## src/rtl/target_lut_ram_if.sv

```systemverilog
// rtl/target_lut_ram_if.sv - lookup/write/invalidate port bundle for target_lut_ram
interface target_lut_ram_if #(
    parameter int ADDR_W   = 3,
    parameter int TARGET_W = 10
);
    logic                rd_en;
    logic [ADDR_W-1:0]   rd_addr;
    logic                wr_en;
    logic [ADDR_W-1:0]   wr_addr;
    logic [TARGET_W-1:0] wr_data;
    logic                inval_all;
    logic                busy;
    logic                rd_valid;
    logic                rd_hit;
    logic [TARGET_W-1:0] target;

    modport master (
        output rd_en, rd_addr, wr_en, wr_addr, wr_data, inval_all,
        input  busy, rd_valid, rd_hit, target
    );

    modport slave (
        input  rd_en, rd_addr, wr_en, wr_addr, wr_data, inval_all,
        output busy, rd_valid, rd_hit, target
    );
endinterface

```

## src/rtl/target_lut_ram.sv

```systemverilog
// rtl/target_lut_ram.sv - branch-target table with valid bits and sweep invalidation
module target_lut_ram #(
    parameter int ADDR_W      = 3,
    parameter int TARGET_W    = 10,
    parameter int MISS_TARGET = 1
) (
    input  logic           i_clk,
    input  logic           i_reset,
    target_lut_ram_if.slave bus
);
    localparam int DEPTH = 2 ** ADDR_W;
    localparam logic [ADDR_W-1:0]   LAST_PTR = '1;
    localparam logic [TARGET_W-1:0] MISS_VAL = TARGET_W'(MISS_TARGET);

    typedef enum logic {ST_CLEAR, ST_READY} state_t;

    state_t              r_state;
    logic [ADDR_W-1:0]   r_ptr;
    logic [DEPTH-1:0]    r_valid;
    logic [TARGET_W-1:0] r_data [DEPTH];
    logic                r_rd_valid;
    logic                r_rd_hit;
    logic [TARGET_W-1:0] r_target;

    logic w_ready;
    logic w_write;
    logic w_bypass;

    assign w_ready  = (r_state == ST_READY);
    assign w_write  = w_ready && bus.wr_en && !bus.inval_all;
    // Same-cycle write to the looked-up index forwards the new value.
    assign w_bypass = w_write && (bus.rd_addr == bus.wr_addr);

    // Data words carry no reset; validity alone decides hits.
    always_ff @(posedge i_clk) begin
        if (w_write) begin
            r_data[bus.wr_addr] <= bus.wr_data;
        end
    end

    always_ff @(posedge i_clk) begin
        if (i_reset) begin
            r_state    <= ST_CLEAR;
            r_ptr      <= '0;
            r_rd_valid <= 1'b0;
            r_rd_hit   <= 1'b0;
            r_target   <= '0;
        end else begin
            case (r_state)
                ST_CLEAR: begin
                    r_valid[r_ptr] <= 1'b0;
                    r_ptr          <= r_ptr + 1'b1;
                    r_rd_valid     <= 1'b0;
                    if (r_ptr == LAST_PTR) begin
                        r_state <= ST_READY;
                    end
                end
                ST_READY: begin
                    r_rd_valid <= bus.rd_en;
                    if (bus.rd_en) begin
                        if (w_bypass) begin
                            r_rd_hit <= 1'b1;
                            r_target <= bus.wr_data;
                        end else begin
                            r_rd_hit <= r_valid[bus.rd_addr];
                            r_target <= r_valid[bus.rd_addr] ? r_data[bus.rd_addr] : MISS_VAL;
                        end
                    end
                    if (bus.inval_all) begin
                        r_state <= ST_CLEAR;
                        r_ptr   <= '0;
                    end else if (bus.wr_en) begin
                        r_valid[bus.wr_addr] <= 1'b1;
                    end
                end
                default: begin
                    r_state <= ST_CLEAR;
                    r_ptr   <= '0;
                end
            endcase
        end
    end

    assign bus.busy     = (r_state == ST_CLEAR);
    assign bus.rd_valid = r_rd_valid;
    assign bus.rd_hit   = r_rd_hit;
    assign bus.target   = r_target;
endmodule

```

## src/flat_wrapper.sv

```systemverilog
// flat-port wrapper written by rule: the top's interface ports become plain ports
module target_lut_ram_flat 
#(
    parameter int ADDR_W      = 3,
    parameter int TARGET_W    = 10,
    parameter int MISS_TARGET = 1
)
  (i_clk, i_reset, bus_rd_en, bus_rd_addr, bus_wr_en, bus_wr_addr, bus_wr_data, bus_inval_all, bus_busy, bus_rd_valid, bus_rd_hit, bus_target);
  target_lut_ram_if #(.ADDR_W(ADDR_W), .TARGET_W(TARGET_W)) bus_i ();
  input  logic i_clk;
  input  logic i_reset;
  input wire logic [$bits(bus_i.rd_en)-1:0] bus_rd_en;
  input wire logic [$bits(bus_i.rd_addr)-1:0] bus_rd_addr;
  input wire logic [$bits(bus_i.wr_en)-1:0] bus_wr_en;
  input wire logic [$bits(bus_i.wr_addr)-1:0] bus_wr_addr;
  input wire logic [$bits(bus_i.wr_data)-1:0] bus_wr_data;
  input wire logic [$bits(bus_i.inval_all)-1:0] bus_inval_all;
  output wire logic [$bits(bus_i.busy)-1:0] bus_busy;
  output wire logic [$bits(bus_i.rd_valid)-1:0] bus_rd_valid;
  output wire logic [$bits(bus_i.rd_hit)-1:0] bus_rd_hit;
  output wire logic [$bits(bus_i.target)-1:0] bus_target;
  assign bus_i.rd_en = bus_rd_en;
  assign bus_i.rd_addr = bus_rd_addr;
  assign bus_i.wr_en = bus_wr_en;
  assign bus_i.wr_addr = bus_wr_addr;
  assign bus_i.wr_data = bus_wr_data;
  assign bus_i.inval_all = bus_inval_all;
  assign bus_busy = bus_i.busy;
  assign bus_rd_valid = bus_i.rd_valid;
  assign bus_rd_hit = bus_i.rd_hit;
  assign bus_target = bus_i.target;
  target_lut_ram #(.ADDR_W(ADDR_W), .TARGET_W(TARGET_W), .MISS_TARGET(MISS_TARGET)) u_core (.i_clk(i_clk), .i_reset(i_reset), .bus(bus_i));
endmodule
```

## config.mk

```make
export PLATFORM = sky130hd
export DESIGN_NAME = target_lut_ram_flat
export DESIGN_NICKNAME = d
export VERILOG_FILES = /design/src/rtl/target_lut_ram_if.sv /design/src/rtl/target_lut_ram.sv /design/src/flat_wrapper.sv
export SDC_FILE = /design/constraint.sdc
export NUM_CORES = 1
export LEC_CHECK = 0
export CAP_MARGIN = 40
export CORE_MARGIN = 2
export CORE_UTILIZATION = 58
export CTS_CLUSTER_SIZE = 16
export DETAILED_ROUTE_END_ITERATION = 16
export PLACE_DENSITY = 0.8
export REMOVE_ABC_BUFFERS = 1
export SLEW_MARGIN = 5
export SYNTH_ARGS = -nofsm -noshare
export SYNTH_HDL_FRONTEND = slang
export SYNTH_SLANG_ARGS = --single-unit
```

## constraint.sdc

```tcl
create_clock -name i_clk -period 2.7 [get_ports i_clk]
set_input_delay 0.405 -clock i_clk [delete_from_list [all_inputs] [get_ports i_clk]]
set_output_delay 0.405 -clock i_clk [all_outputs]
set_load 0.02 [all_outputs]
```

==> flow_summary.ini <==
[cts]
insertion_delay_ps = 370
cts_resized = 0
postCtsHoldBufs = 0
cts_tree = built
ctsHtreeMaxLevel = 3
post-cts-setup-buffers = 0
clk_pin_slew_worst_paths_ps = 100
numCtsBuffers = 9
cts_sinks = 104
ctsLongestPathBuffers = 2
root_buffer = clkbuf_8

[timing]
min_period_over_period_pct = 75.1
relSlewSlack_pct = 64.5
setup_viol = 0
fin_skew_ps = 12.2
fin_crit_ps = 2030
hold-worst-slack_ps = 533
slew_viol_final = 0
fmax_ghz = 0.493
tightestPinTransition_ps = 533
rsz0062_at_grt = false
fin_ws_ps = 672
finalHoldViolCount = 0

[critical_path]
crit_chain = clkdlybuf4s50_1 -> mux4_2 -> mux2_2 -> a21bo_4 -> o21a_1
crit_path_top_delay_cell = clkdlybuf4s50_1
arrival_ps = 2340
criticalPathCategory = input pin to register
cp-start-kind = input pin
cp_max_fo = 10
worstPathRequired_ps = 3010
endpoint_kind = register
slowest_delay_ps = 680

[pwr]
p_int_mw = 2.28
ir_drop_uv = 460
p_sw_mw = 0.661
pwr-share-comb_pct = 7.1
swShare_pct = 22.4
p_seq_share_pct = 60.0
p_clk_share_pct = 32.9
p_leak_nw = 1.76
p_per_area_nw_per_um2 = 578
p_total_mw = 2.94

[floorplanning]
die_w_um = 91.2
initial_utilization_pct = 60.5
dieArea_sq_um = 8320
die_h_um = 91.2
rows = 31
ios = 34
core_sq_um = 7290

[yosys]
syn_area_per_cell_sq_um = 14.2
async_flop_share_pct = 0
synth-seq-area-share_pct = 67.2
yosysWarnings = 0
netlist_instances = 310
synth_edf_count = 88
synth_ff_type = edfxtp_1
syn-cell-area_sq_um = 4410
synth.distinct_cells = 35
ys_seq_elements = 104

[place]
gp_routability_congestion = 0.861
hpwl_mm = 6.02
io_buffer_count = 33
pre_cts_ws_ps = 298

[hold_path]
hold_class = register to register

[detailed_routing]
drtIter0Drc = 244
vias_per_cell = 6.11
antenna_left = 0
wl_per_cell_um = 20.3
routed_wl_mm = 9.25
drc = 0
dr.pass1.iters = 5
dr_total_vias = 2782

[run]
max-cap-violations = 0

[global_route]
grt.total_usage_pct = 23.8
antenna_found_initial = 0
grt_pass1_wl_mm = 14.6
grt_overflow_total = 0
grt_max_degree = 35
grt_pass1_vias = 2664

[cells_and_area]
fin_nets = 374
area_growth_pct = 15.6
num_antenna_cells = 0
fill_cells = 531
fin_util_pct = 69.9
drive_gt1_share_pct = 15.2

[run_status]
outcome = finished, final reports clean
-- metrics by stage --
stage | cells | instance area [sq um] | setup TNS (ps)
finish | 455 | 5100 | 0
global route | 455 | 5100 | 0
CTS | 455 | 5100 | 0
detailed placement | 439 | 4890 | 0
global placement | 439 | 4890 | 0
floorplan | 287 | 4300 | -318
-- registers in the layout, indices dropped and copies added, names as in the netlist --
signal,count
u_core.r_data,80
u_core.r_valid,8
u_core.bus.rd_hit,1
u_core.bus.target,10
u_core.r_state,1
u_core.r_ptr,3
u_core.bus.rd_valid,1
-- cell families (layout without fill, tap and decap cells) --
logic type                 count (synthesis)  after routing  synth area share, %
AOI/OAI and AO/OA                         69             69                 11.4
xor gates and xnor gates                   3              3                0.596
adders and majority gates                  2              2                0.567
buffers and inverters                     25             71                 2.75
DFF                                      104            104                 67.2
muxes                                     41             41                 10.5
and+or+nand+nor                           66             66                 7.07
-- per-layer routing --
metal  track usage, %  part of all wire, %  vias up
met5                0                    0        -
li1                 -                    -     1278
met1             32.8                   42     1372
met2             38.2                   49      116
met3             3.73                  6.6       16
met4             9.97                  1.8        0
-- critical path, delay by kind of cell --
| family | cells | cell delay (ps) |
|---|---|---|
| multiplexers | 2 | 850 |
| buffers and inverters | 1 | 680 |
| AO/OA/AOI/OAI | 2 | 400 |
-- final timing paths --
| kind | start | to | slack (ps) | cells past startpoint |
|---|---|---|---|---|
| hold / removal | u_core.r_ptr[2] | u_core.r_ptr[2] | 530 | 2 |
| setup / recovery | bus_rd_addr[0] | u_core.bus.target[0] | 670 | 5 |
| setup reg to reg | u_core.r_state | u_core.r_data[0][5] | 1010 | 5 |
| hold reg to reg | u_core.r_ptr[2] | u_core.r_ptr[2] | 530 | 2 |
-- cell usage after synthesis (3+ instances only) --
master | instances | area, sq um
mux2i_1 | 36 | 360
dfxtp_1 | 16 | 320
nand2_1 | 9 | 33.8
nand3_1 | 11 | 55.1
nor3_1 | 3 | 15.0
buf_2 | 4 | 20.0
a31o_2 | 9 | 78.8
nor2b_1 | 8 | 50.1
xor2_1 | 3 | 26.3
a31oi_1 | 4 | 25.0
nor2_1 | 28 | 105
a22oi_1 | 18 | 135
o2bb2ai_1 | 9 | 78.8
mux4_2 | 4 | 90.1
clkbuf_1 | 13 | 48.8
edfxtp_1 | 88 | 2640
a21oi_1 | 20 | 100
-- power by group through the flow --
stage | logic [mW] | clock network (mW) | registers, mW
global route | 0.228 | 1.05 | 1.77
CTS | 0.210 | 0.982 | 1.77
floorplan | 0.0954 | 0 | 1.80
detailed placement | 0.209 | 0 | 1.80
global placement | 0.203 | 0 | 1.80
finish | 0.210 | 0.968 | 1.77
-- layout by cell type, fill, tap and decap left out, types with 2 or more instances in the layout --
master	count
a211oi_1	2
a21oi_1	20
a22oi_1	18
a31o_2	9
a31oi_1	4
and2_1	2
buf_4	20
clkbuf_8	9
clkdlybuf4s50_1	32
clkinv_4	2
dfxtp_1	16
edfxtp_1	88
ha_1	2
inv_1	2
inv_6	2
mux2i_1	36
mux4_2	4
nand2_1	9
nand2b_1	2
nand3_1	11
nand3b_1	2
nor2_1	28
nor2b_1	8
nor3_1	3
o2bb2ai_1	9
xor2_1	3
-- cell type report --
class | count | area (sq um) | share of cell area, %
repair buffers | 53 | 475 | 9.33
flip-flops and latches | 104 | 2960 | 58.1
well taps | 99 | 124 | 2.43
inverters | 2 | 7.51 | 0.147
multi-input cells | 181 | 1330 | 26.0
clock inverters | 7 | 77.6 | 1.52
clock buffers | 9 | 124 | 2.43
(Power assumes the default switching activity.)
